## config.mk

```make
export PLATFORM = sky130hd
export DESIGN_NAME = pb_operand_loader_flat
export DESIGN_NICKNAME = d
export VERILOG_FILES = /design/src/rtl/pb_pkg.sv /design/src/rtl/pb_operand_loader_if.sv /design/src/rtl/pb_debounce.sv /design/src/rtl/pb_operand_loader.sv /design/src/flat_wrapper.sv
export SDC_FILE = /design/constraint.sdc
export NUM_CORES = 1
export LEC_CHECK = 0
export BUFFER_PORTS_ARGS = -buffer_cell sky130_fd_sc_hd__buf_2
export CAP_MARGIN = 20
export CORE_MARGIN = 1.5
export CORE_UTILIZATION = 40
export CTS_BUF_LIST = sky130_fd_sc_hd__clkbuf_4 sky130_fd_sc_hd__clkbuf_8 sky130_fd_sc_hd__clkbuf_16
export DETAILED_ROUTE_END_ITERATION = 6
export GPL_ROUTABILITY_DRIVEN = 0
export SLEW_MARGIN = 20
export SYNTH_ARGS = -nofsm -noshare
export SYNTH_HDL_FRONTEND = slang
export SYNTH_HIERARCHICAL = 1
export SYNTH_SLANG_ARGS = --single-unit
export TNS_END_PERCENT = 5
```

## constraint.sdc

```tcl
create_clock -name clk -period 2.2 [get_ports clk]
set_input_delay 0.22 -clock clk [delete_from_list [all_inputs] [get_ports clk]]
set_output_delay 0.22 -clock clk [all_outputs]
set_load 0.03 [all_outputs]
```

## src/rtl/pb_pkg.sv

```systemverilog
// Shared types and constants for the push-button operand loader.
package pb_pkg;

    localparam int NUM_SLOTS = 5;
    localparam int OPW       = 4;
    localparam int IDXW      = 3;

    typedef logic [OPW-1:0]       operand_t;
    typedef logic [IDXW-1:0]      idx_t;
    typedef logic [NUM_SLOTS-1:0] mask_t;

    // Loader control states.
    typedef enum logic [1:0] {
        COLLECT = 2'd0,
        SEND    = 2'd1,
        FLUSH   = 2'd2
    } state_e;

    localparam idx_t  LAST_IDX  = idx_t'(NUM_SLOTS - 1);
    localparam mask_t FULL_MASK = '1;

endpackage

```

## src/rtl/pb_operand_loader_if.sv

```systemverilog
// Operand stream towards the downstream adder: valid/ready handshake plus
// the operand value and its slot number.
interface pb_operand_loader_if import pb_pkg::*; ();

    logic     out_valid;
    logic     out_ready;
    operand_t out_data;
    idx_t     out_idx;

    // Loader side drives the operand, consumer side drives ready.
    modport master (
        output out_valid,
        output out_data,
        output out_idx,
        input  out_ready
    );

    modport slave (
        input  out_valid,
        input  out_data,
        input  out_idx,
        output out_ready
    );

endinterface

```

## src/rtl/pb_debounce.sv

```systemverilog
// One push-button channel: 2-flop synchronizer, stability counter and a
// single-cycle pulse when the debounced level rises.
module pb_debounce #(
    parameter int DEBOUNCE_CYCLES = 4
) (
    input  logic clk,
    input  logic rst,
    input  logic pb_raw,
    output logic press
);

    // Counter wraps to the accept point after DEBOUNCE_CYCLES differing samples.
    localparam logic [7:0] CNT_LAST = 8'(DEBOUNCE_CYCLES - 1);

    logic       sync1_q, sync2_q;
    logic       level_q, level_d;
    logic [7:0] cnt_q, cnt_d;
    logic       press_q, press_d;

    // Count consecutive synchronized samples that disagree with the accepted level.
    always_comb begin
        // NOTE: every signal gets a default before any branch so no latch is inferred.
        level_d = level_q;
        cnt_d   = '0;
        press_d = 1'b0;
        if (sync2_q != level_q) begin
            if (cnt_q == CNT_LAST) begin
                level_d = sync2_q;
                press_d = sync2_q;
            end else begin
                cnt_d = cnt_q + 8'd1;
            end
        end
    end

    // Synchronizer and debounce state, cleared by reset.
    always_ff @(posedge clk) begin
        if (rst) begin
            sync1_q <= 1'b0;
            sync2_q <= 1'b0;
            level_q <= 1'b0;
            cnt_q   <= '0;
            press_q <= 1'b0;
        end else begin
            // NOTE: sequential state uses non-blocking assignments so all flops update together.
            sync1_q <= pb_raw;
            sync2_q <= sync1_q;
            level_q <= level_d;
            cnt_q   <= cnt_d;
            press_q <= press_d;
        end
    end

    assign press = press_q;

endmodule

```

## src/rtl/pb_operand_loader.sv

```systemverilog
// Captures the Y operand into one of five slots on debounced button presses,
// then streams all five slots to the adder and pulses done.
module pb_operand_loader import pb_pkg::*; #(
    parameter int DEBOUNCE_CYCLES = 4
) (
    input  logic                       clk,
    input  logic                       rst,
    input  logic                       PB1,
    input  logic                       PB2,
    input  logic                       PB3,
    input  logic                       PB4,
    input  logic                       PB5,
    input  operand_t                   Y,
    pb_operand_loader_if.master        out_if,
    output mask_t                      loaded_mask,
    output logic                       busy,
    output logic                       done
);

    mask_t    pb_raw;
    mask_t    press;

    state_e   state_q, state_d;
    operand_t slot_q [NUM_SLOTS];
    operand_t slot_d [NUM_SLOTS];
    mask_t    mask_q, mask_d;
    logic     out_valid_q, out_valid_d;
    operand_t out_data_q, out_data_d;
    idx_t     out_idx_q, out_idx_d;
    idx_t     next_idx;
    logic     busy_q, busy_d;
    logic     done_q, done_d;

    assign pb_raw = {PB5, PB4, PB3, PB2, PB1};

    for (genvar g = 0; g < NUM_SLOTS; g++) begin : g_btn
        pb_debounce #(
            .DEBOUNCE_CYCLES(DEBOUNCE_CYCLES)
        ) u_debounce (
            .clk    (clk),
            .rst    (rst),
            .pb_raw (pb_raw[g]),
            .press  (press[g])
        );
    end

    // Next-state, slot capture and registered stream outputs.
    always_comb begin
        state_d     = state_q;
        slot_d      = slot_q;
        mask_d      = mask_q;
        out_valid_d = out_valid_q;
        out_data_d  = out_data_q;
        out_idx_d   = out_idx_q;
        busy_d      = busy_q;
        done_d      = 1'b0;
        next_idx    = out_idx_q + idx_t'(1);

        unique case (state_q)
            COLLECT: begin
                // Simultaneous presses all take the same Y.
                for (int k = 0; k < NUM_SLOTS; k++) begin
                    if (press[k]) begin
                        slot_d[k] = Y;
                        mask_d[k] = 1'b1;
                    end
                end
                // Mask became full on the previous edge: start streaming.
                if (mask_q == FULL_MASK) begin
                    state_d     = SEND;
                    out_valid_d = 1'b1;
                    busy_d      = 1'b1;
                    out_idx_d   = '0;
                    out_data_d  = slot_d[0];
                end
            end

            SEND: begin
                // Presses are ignored here; the operand holds until ready.
                if (out_if.out_ready) begin
                    if (out_idx_q == LAST_IDX) begin
                        state_d     = FLUSH;
                        out_valid_d = 1'b0;
                        busy_d      = 1'b0;
                        out_idx_d   = '0;
                        out_data_d  = '0;
                        done_d      = 1'b1;
                    end else begin
                        out_idx_d  = next_idx;
                        out_data_d = slot_q[next_idx];
                    end
                end
            end

            FLUSH: begin
                // Slots keep their contents; only the mask restarts.
                mask_d  = '0;
                state_d = COLLECT;
            end

            default: begin
                state_d = COLLECT;
            end
        endcase
    end

    // Loader state registers.
    always_ff @(posedge clk) begin
        if (rst) begin
            state_q     <= COLLECT;
            mask_q      <= '0;
            out_valid_q <= 1'b0;
            out_data_q  <= '0;
            out_idx_q   <= '0;
            busy_q      <= 1'b0;
            done_q      <= 1'b0;
            // NOTE: the slot array is small and must read as zero after reset, so it is reset explicitly.
            for (int k = 0; k < NUM_SLOTS; k++) begin
                slot_q[k] <= '0;
            end
        end else begin
            state_q     <= state_d;
            mask_q      <= mask_d;
            out_valid_q <= out_valid_d;
            out_data_q  <= out_data_d;
            out_idx_q   <= out_idx_d;
            busy_q      <= busy_d;
            done_q      <= done_d;
            for (int k = 0; k < NUM_SLOTS; k++) begin
                slot_q[k] <= slot_d[k];
            end
        end
    end

    assign out_if.out_valid = out_valid_q;
    assign out_if.out_data  = out_data_q;
    assign out_if.out_idx   = out_idx_q;
    assign loaded_mask      = mask_q;
    assign busy             = busy_q;
    assign done             = done_q;

endmodule

```

## src/flat_wrapper.sv

```systemverilog
// flat-port wrapper written by rule: the top's interface ports become plain ports
module pb_operand_loader_flat import pb_pkg::*;
#(
    parameter int DEBOUNCE_CYCLES = 4
)
  (clk, rst, PB1, PB2, PB3, PB4, PB5, Y, loaded_mask, busy, done, out_if_out_valid, out_if_out_data, out_if_out_idx, out_if_out_ready);
  pb_operand_loader_if out_if_i ();
  input  logic clk;
  input  logic rst;
  input  logic PB1;
  input  logic PB2;
  input  logic PB3;
  input  logic PB4;
  input  logic PB5;
  input  operand_t Y;
  output mask_t loaded_mask;
  output logic busy;
  output logic done;
  output wire logic [$bits(out_if_i.out_valid)-1:0] out_if_out_valid;
  output wire logic [$bits(out_if_i.out_data)-1:0] out_if_out_data;
  output wire logic [$bits(out_if_i.out_idx)-1:0] out_if_out_idx;
  input wire logic [$bits(out_if_i.out_ready)-1:0] out_if_out_ready;
  assign out_if_out_valid = out_if_i.out_valid;
  assign out_if_out_data = out_if_i.out_data;
  assign out_if_out_idx = out_if_i.out_idx;
  assign out_if_i.out_ready = out_if_out_ready;
  pb_operand_loader #(.DEBOUNCE_CYCLES(DEBOUNCE_CYCLES)) u_core (.clk(clk), .rst(rst), .PB1(PB1), .PB2(PB2), .PB3(PB3), .PB4(PB4), .PB5(PB5), .Y(Y), .out_if(out_if_i), .loaded_mask(loaded_mask), .busy(busy), .done(done));
endmodule
```

==> flow_summary.rst <==
.. list-table::
   :header-rows: 1

   * - Metric
     - Value
   * - Final number of max-transition violations
     - 0
   * - Worst hold path type
     - input port to flop
   * - Number of global-route vias before repair
     - roughly 2900
   * - Headroom to the max-slew limit
     - 0.571
   * - Total power after layout
     - about 3.1 mW
   * - Wire length of the first global-routing pass
     - 13100 um
   * - Number of buffers between clock root and the deepest sink
     - 2
   * - CP Data Arrival Time
     - between 2 and 2.5 ns
   * - Count of final setup violators
     - 0
   * - Fraction of final layout cells with drive strength greater than 1
     - 0.140
   * - Largest net degree at the start of global routing
     - 32
   * - Kind of critical path
     - flop to flop
   * - Minimum hold slack
     - between 0.07 and 0.08 ns
   * - Data required time of the critical path
     - 2.43 ns
   * - Post-synthesis area per instance
     - between 9 and 10 sq um
   * - Clock latency reported for the late side of the worst-skew pair
     - 0.35 ns
   * - Static power due to leakage
     - 1.61 nW
   * - Root Driver
     - sky130_fd_sc_hd__clkbuf_8
   * - TritonCTS clock tree
     - yes
   * - Starting density of the core
     - 0.413
   * - Most common cell after layout, fill and taps aside
     - sky130_fd_sc_hd__dfxtp_1
   * - Count of fill cells added during filler insertion
     - 988
   * - Cell with the biggest individual delay on the critical path
     - sky130_fd_sc_hd__or3b_2
   * - Antenna fix cells
     - 0
   * - Buffers inserted by post-CTS timing repair
     - 0
   * - Avg WL per Cell
     - approximately 12 um
   * - Detailed Place HPWL
     - ~5600 um
   * - Worst-path cell chain
     - ha_1 > or3b_2 > o211ai_1 > nor2_1
   * - DIE WIDTH
     - roughly 100 um
   * - Flip-flop cell with the highest count after synthesis
     - sky130_fd_sc_hd__dfxtp_1
   * - Vias per Instance
     - roughly 5.1
   * - Inst Count DP
     - roughly 590
   * - Slew at the pin closest to its max-slew limit
     - around 0.64 ns
   * - Synth unique cells
     - 39
   * - Number of remaining DRC errors
     - 0
   * - Worst Skew
     - 0.0119 ns
   * - Status
     - completed
   * - Number of nets with antenna violations after routing
     - 0
   * - Proportion of synthesized flip-flops having asynchronous set or reset
     - 0
   * - Number of standard cells in the layout, taps in and fillers out
     - 610
   * - Kind of capture point of the worst setup path
     - flop
   * - Synth Register Bits
     - 96
   * - Count of cells along the worst register-to-register path
     - 4
   * - Num CTS Buffers
     - 9
   * - Yosys warnings
     - 6
   * - Post-CTS Hold Buffers
     - 0
   * - Number of cells produced by synthesis
     - 443
   * - Largest stage delay, worst path
     - ~0.50 ns
   * - Max Clk Rate
     - ~0.56 GHz
   * - Growth of design area from synthesis to finish
     - 12.2%
   * - Commonest non-fill, non-tap cells in the layout
     - sky130_fd_sc_hd__dfxtp_1, sky130_fd_sc_hd__nor2_1, sky130_fd_sc_hd__a21oi_1
   * - Number of flops mapped to enable cells by yosys
     - 0
   * - Worst Hold Depth
     - 2
   * - DRC marker count from the first detailed-route iteration
     - approximately 90
   * - Number of max-cap violations
     - 0
   * - Hold violation count in the final report
     - 0
   * - Final worst path period share
     - 0.813
   * - Max VDD drop
     - roughly 340 uV
   * - Post-cts repair resize count
     - 0
   * - Setup TNS Final
     - 0 ns
   * - Clock Pin Slew Worst Setup and Hold Paths
     - ~0.080 ns
   * - Category of the worst setup path launch point
     - flop
   * - Antenna violations before repair
     - 0
   * - PwrDens
     - 684 nW/um^2
   * - Number of top-level pins
     - 27
   * - Unrepaired setup endpoints after global routing
     - false
   * - Overflow left after global routing
     - 0
   * - Overall fraction of global-route tracks in use
     - 0.147
   * - CTS sink count
     - 96
   * - Die area
     - ~11000 sq um
   * - Net count of the finished layout
     - 491
   * - Portion of synthesized cell area occupied by the leading cell type
     - 0.473
   * - H-tree depth
     - 3
   * - Worst-path fanout max
     - 6
   * - Port Buffers
     - 26
   * - Length of the first detailed-routing pass in iterations
     - 4
   * - Setup slack of the critical path after layout
     - about 0.41 ns
   * - Sequential fraction of the synthesis area
     - 0.473
   * - Placeable core region
     - just under 10000 sq um
   * - Netlist area before placement
     - just over 4000 sq um
   * - Total wire length after detailed routing
     - between 7000 and 8000 um
   * - Cell type with the largest total area after synthesis
     - sky130_fd_sc_hd__dfxtp_1
   * - Number of standard-cell rows in the floorplan
     - 36
   * - Via count
     - roughly 3100
   * - Area contributors post-synth
     - sky130_fd_sc_hd__dfxtp_1, sky130_fd_sc_hd__mux2i_1, sky130_fd_sc_hd__nor2_1
   * - Minimum clock period after layout
     - about 1.8 ns
   * - Post-Place Worst Slack
     - ~0.39 ns
   * - Vertical die dimension
     - just over 100 um
   * - Post-synth net total
     - between 400 and 500
Yosys cell counts, drive strengths merged, types with 6 or more instances:
master   n
o21ai   27
dfxtp   96
a21oi   38
mux2i   28
nand3   26
ha       7
inv     22
nor2b   12
clkbuf   9
or4      6
xor2    15
xnor2    6
or3     20
nand2   15
nor2    61
metrics by stage:
stage                      util  instance area (sq um)
after floorplan               -                   4060
after global placement    0.441                   4330
after detailed placement  0.441                   4330
after CTS                 0.464                   4560
after global routing      0.464                   4560
final                     0.464                   4560
logic make-up after synthesis:
logic type	share of synthesized area
compound gates	0.108
xor+xnor	0.0472
fa+ha+maj	0.0216
buf+inv	0.0367
flops	0.473
mux	0.0801
simple gates	0.233
where the power goes:
part           total, mW  switching (mW)  internal, mW
Sequential          1.76         0.00817          1.75
Clock               1.27           0.565         0.709
Combinational     0.0839          0.0548        0.0291
Total               3.12           0.628          2.49
layout make-up:
cell class,count,area (sq um),area share
Inverter,23,86.3,0.0190
Timing Repair Buffer,31,168,0.0368
Tap cell,133,166,0.0365
Clock buffer,13,160,0.0352
Sequential cell,96,1920,0.422
Multi-Input combinational cell,311,1990,0.436
Clock inverter,3,65.1,0.0143
state kept, by name (all words and copies together), names as in the netlist, 4 cells and up:
register and cells:
u_core/g_btn.u_debounce/sync1_q 5, u_core/g_btn.u_debounce/press 5, u_core/g_btn.u_debounce/level_q 5, u_core/g_btn.u_debounce/sync2_q 5, u_core/slot_q 20, u_core/out_if.out_data 4, u_core/g_btn.u_debounce/cnt_q 40, u_core/loaded_mask 5
layer usage:
layer  vias up  track usage  part of all wire
li1       1593            -                 -
met1      1439        0.187              0.49
met2        48        0.246              0.47
met3         7       0.0271             0.030
met4         0       0.0625             0.013
met5         -            0                 0
worst paths after layout:
path | endpoint | start | slack [ns]
worst max-delay path | u_core/g_btn[2].u_debounce/cnt_q[2] | u_core/g_btn[2].u_debounce/cnt_q[0] | 0.41
worst min-delay path | u_core/g_btn[3].u_debounce/sync1_q | PB4 | 0.08
worst max register to register | u_core/g_btn[2].u_debounce/cnt_q[2] | u_core/g_btn[2].u_debounce/cnt_q[0] | 0.41
worst min register to register | u_core/g_btn[2].u_debounce/sync2_q | u_core/g_btn[2].u_debounce/sync1_q | 0.45
critical path, delay by kind of cell (launching register included):
| family | cells | cell delay, ns |
|---|---|---|
| adders and majority gates | 1 | 0.25 |
| AOI/OAI and AO/OA | 1 | 0.42 |
| and+or+nand+nor | 2 | 0.60 |
| DFF | 1 | 0.40 |
No activity file was read; power rests on OpenSTA's default activity.
